### src/rtl/serial_parity_rx.sv
// Serial frame receiver: start + DATA_W data bits (LSB first) + parity + stop,
// sampled on bit_en strobes, reporting word, parity error and framing error.
module serial_parity_rx #(
  parameter int DATA_W     = 8,
  parameter bit PARITY_ODD = 1'b0
) (
  input  logic              clk,
  input  logic              rst_n,
  input  logic              bit_en,
  input  logic              rx,
  output logic [DATA_W-1:0] data,
  output logic              valid,
  output logic              par_err,
  output logic              frm_err,
  output logic              busy
);

  localparam int CNT_W = (DATA_W > 1) ? $clog2(DATA_W) : 1;
  localparam logic [CNT_W-1:0] CNT_MAX = CNT_W'(DATA_W - 1);

  typedef enum logic [1:0] {
    S_IDLE = 2'd0,
    S_DATA = 2'd1,
    S_PAR  = 2'd2,
    S_STOP = 2'd3
  } state_t;

  state_t              state_r;
  logic [DATA_W-1:0]   shift_r;
  logic [CNT_W-1:0]    cnt_r;
  logic                acc_r;
  logic                perr_r;
  logic [DATA_W-1:0]   data_r;
  logic                valid_r;
  logic                par_err_r;
  logic                frm_err_r;

  // Nonzero when the running XOR of data bits plus the parity bit disagrees with the parity sense.
  function automatic logic parity_mismatch(input logic acc, input logic par_bit);
    return acc ^ par_bit ^ PARITY_ODD;
  endfunction

  // Frame FSM, datapath and registered result outputs; everything advances only on bit_en.
  always_ff @(posedge clk or negedge rst_n) begin
    if (!rst_n) begin
      state_r   <= S_IDLE;
      shift_r   <= '0;
      cnt_r     <= '0;
      acc_r     <= 1'b0;
      perr_r    <= 1'b0;
      data_r    <= '0;
      valid_r   <= 1'b0;
      par_err_r <= 1'b0;
      frm_err_r <= 1'b0;
    end else begin
      valid_r <= 1'b0;
      if (bit_en) begin
        case (state_r)
          S_IDLE: begin
            if (!rx) begin
              state_r <= S_DATA;
              cnt_r   <= '0;
              acc_r   <= 1'b0;
            end
          end
          S_DATA: begin
            shift_r <= {rx, shift_r[DATA_W-1:1]};
            acc_r   <= acc_r ^ rx;
            // Counter saturates at the last data bit rather than wrapping.
            if (cnt_r == CNT_MAX) begin
              state_r <= S_PAR;
            end else begin
              cnt_r <= cnt_r + CNT_W'(1);
            end
          end
          S_PAR: begin
            perr_r  <= parity_mismatch(acc_r, rx);
            state_r <= S_STOP;
          end
          S_STOP: begin
            // A low stop bit is only a framing error; it is never taken as the next start.
            data_r    <= shift_r;
            par_err_r <= perr_r;
            frm_err_r <= ~rx;
            valid_r   <= 1'b1;
            state_r   <= S_IDLE;
          end
          default: begin
            state_r <= S_IDLE;
          end
        endcase
      end
    end
  end

  assign data    = data_r;
  assign valid   = valid_r;
  assign par_err = par_err_r;
  assign frm_err = frm_err_r;
  assign busy    = (state_r != S_IDLE);

endmodule

### config.mk
export PLATFORM = sky130hd
export DESIGN_NAME = serial_parity_rx
export DESIGN_NICKNAME = d
export VERILOG_FILES = /design/src/rtl/serial_parity_rx.sv
export SDC_FILE = /design/constraint.sdc
export NUM_CORES = 1
export LEC_CHECK = 0
export ABC_AREA = 1
export BUFFER_PORTS_ARGS = -buffer_cell sky130_fd_sc_hd__buf_2
export CORE_ASPECT_RATIO = 0.5
export CORE_MARGIN = 5
export CORE_UTILIZATION = 40
export CTS_CLUSTER_DIAMETER = 60
export DETAILED_ROUTE_END_ITERATION = 10
export GPL_ROUTABILITY_DRIVEN = 1
export HOLD_SLACK_MARGIN = 0.1
export SYNTH_ARGS = -nofsm -noshare
export SYNTH_HDL_FRONTEND = slang
export SYNTH_SLANG_ARGS = --single-unit
### constraint.sdc
create_clock -name clk -period 1.91 [get_ports clk]
set_input_delay 0.0955 -clock clk [delete_from_list [all_inputs] [get_ports clk]]
set_output_delay 0.0955 -clock clk [all_outputs]
set_load 0.02 [all_outputs]
==> flow_summary.json <==
{
  "p_per_area_mw_per_mm2": 1620,
  "clk_latency_ps": 270,
  "fin_crit_sh": 0.752,
  "die_height_um": 48.6,
  "crit_fanout": 6,
  "routedWlPerCell_um": 10.7,
  "crit_start": "state_r[0]",
  "postCtsResizedCells": 0,
  "synth_area_mm2": 0.00119,
  "outcome": "finished clean",
  "ff2ff_path_depth": 8,
  "vias_per_cell": 4.44,
  "dr_total_vias": 830,
  "grt_setup_unrepaired": "false",
  "power_mw": 2.23,
  "num_rows": 14,
  "drc": 0,
  "grt_pass1_wl_um": 3790,
  "reg2reg_slack_ps": 540,
  "ir_worst_vdd_mv": 0.505,
  "max_cap_viol_count": 0,
  "r2r_start": "state_r[1]",
  "finalSetupViolations": 0,
  "core_mm2": 0.00293,
  "dr.first_iter.drc_count": 29,
  "drtPass1Iterations": 4,
  "critPathCapture": "busy",
  "grt_antenna_before_repair": 0,
  "critPathKind": "flop to primary output",
  "syn_area_per_cell_um2": 9.25,
  "cp-end-kind": "primary output",
  "gr-usage-all-layers": 0.112,
  "yosys_warnings": 0,
  "h-tree-depth": 1,
  "cts_hold_buf": 1,
  "synth_nets": 139,
  "die_w_um": 87.3,
  "start_util": 0.408,
  "gp_congestion": 0.772,
  "grt_max_degree": 27,
  "skew_ps": 1.33,
  "cp-start-kind": "flop",
  "cts.reportedPaths.clkPinSlew_ps": 90,
  "dp.cells": 182,
  "cts_tree": "yes",
  "fin_tns_setup_ps": 0,
  "clock-root-buffer": "clkbuf_8",
  "layoutNonFillerInstCount": 187,
  "p_leak_nw": 0.758,
  "relSlewSlack": 0.610,
  "cp_data_arrival_time_ps": 1340,
  "dieArea_mm2": 0.00424,
  "synth.distinct_cells": 16,
  "cts_setup_buffers": 0,
  "antenna_left": 0,
  "finalHoldViolations": 0,
  "clock.fmax_ghz": 0.696,
  "period_minus_slack_ps": 1440,
  "hpwlAfterDp_um": 1410,
  "port_buffers": 15,
  "numCtsBuffers": 3,
  "numClockSinks": 26,
  "whs_ps": 111,
  "final_core_util": 0.471,
  "worst_pin_slew_ps": 586,
  "fillers": 290,
  "fin_nets": 158,
  "drive_above_1_share": 0.218,
  "grt_pass1_vias": 802,
  "grt_remaining_overflow": 0,
  "postRouteWirelength_um": 2000,
  "synthCells": 129,
  "seq_area_frac_synth": 0.545,
  "clk_path_buf_depth": 2,
  "antenna_cells": 0,
  "r2r-end": "cnt_r[0]",
  "maxSlewViolCount": 0,
  "worstPathRequired_ps": 1810,
  "ys_ff_latch": 26,
  "hold_path.class": "input port to flop",
  "areaGrowthSynthToFinish_pct": 15.4,
  "num_io_pins": 16
}
registers in the layout (all words and copies together), names as in the netlist:
name     cells
acc_r        1
cnt_r        3
data         8
frm_err      1
par_err      1
perr_r       1
shift_r      8
state_r      2
valid        1
through the flow:
step,worst slack (ps),area [µm²]
floorplan,681,1190
global placement,558,1300
detailed placement,564,1300
CTS,460,1380
global route,364,1380
finish,474,1380
how the worst min path moves through the flow:
stage	slack, ps	end	cells after the start	start
6_report	110	frm_err	2	rx
5_1_grt	120	frm_err	2	rx
4_1_cts	110	frm_err	2	rx
3_5_place_dp	140	state_r[0]	1	rst_n
3_3_place_gp	140	state_r[0]	1	rst_n
2_1_floorplan	-200	acc_r	0	rst_n
power by group:
| group | leakage [nW] | internal, mW | switching [mW] |
|---|---|---|---|
| sequential | 0.338 | 0.770 | 0.118 |
| clock | 0.0357 | 0.281 | 0.181 |
| combinational | 0.385 | 0.307 | 0.570 |
| total | 0.758 | 1.36 | 0.869 |
cell usage after synthesis:
library cell / n / share of area
a21oi_1: 1 / 0.0042
a21oi_4: 1 / 0.014
buf_6: 2 / 0.019
dfrtp_1: 26 / 0.55
ha_1: 6 / 0.063
inv_1: 16 / 0.050
nand2_1: 45 / 0.14
nand2_2: 3 / 0.016
nand3_1: 3 / 0.013
nor2_1: 6 / 0.019
o21ai_0: 8 / 0.034
o21ai_1: 1 / 0.0042
o21ai_2: 8 / 0.059
or2_2: 1 / 0.0052
xnor2_1: 1 / 0.0073
xor2_1: 1 / 0.0073
layout make-up:
| type | count | area (µm²) | area share |
|---|---|---|---|
| clock inverters | 1 | 30.0 | 0.0218 |
| flip-flops and latches | 26 | 651 | 0.472 |
| clock buffers | 3 | 41.3 | 0.0300 |
| inverters | 16 | 60.1 | 0.0436 |
| repair buffers | 16 | 85.1 | 0.0618 |
| well taps | 40 | 50.0 | 0.0363 |
| multi-input cells | 85 | 460 | 0.334 |
routing by layer:
metal / global-route usage / part of all wire / vias to the layer above
li1: - / - / 432
met1: 0.140 / 0.48 / 388
met3: 0.0356 / 0.035 / 0
met4: 0.0306 / 0 / 0
met2: 0.184 / 0.48 / 10
met5: 0 / 0 / -
critical path: stages, from the launching register on:
cell and delay [ps]:
dfrtp_1 420, inv_1 110, ha_1 320, inv_1 60, buf_2 160
cell usage in the layout (no fill, tap or decap), drive strengths merged, types with 2 or more instances in the layout:
master | netlist | layout
nand3 | 3 | 3
clkbuf | 0 | 3
nor2 | 6 | 6
ha | 6 | 6
nand2 | 48 | 48
buf | 2 | 15
a21oi | 2 | 2
o21ai | 17 | 17
dfrtp | 26 | 26
inv | 16 | 16
cells by family after synthesis:
| kind of cell | count (synthesis) | synth area share |
|---|---|---|
| AO/OA/AOI/OAI | 19 | 0.114 |
| XOR/XNOR | 2 | 0.0147 |
| adder cells (fa/ha/maj) | 6 | 0.0629 |
| buffers and inverters | 18 | 0.0692 |
| flip-flops | 26 | 0.545 |
| AND/OR/NAND/NOR | 58 | 0.194 |
Power figures use the tool's default switching activity.
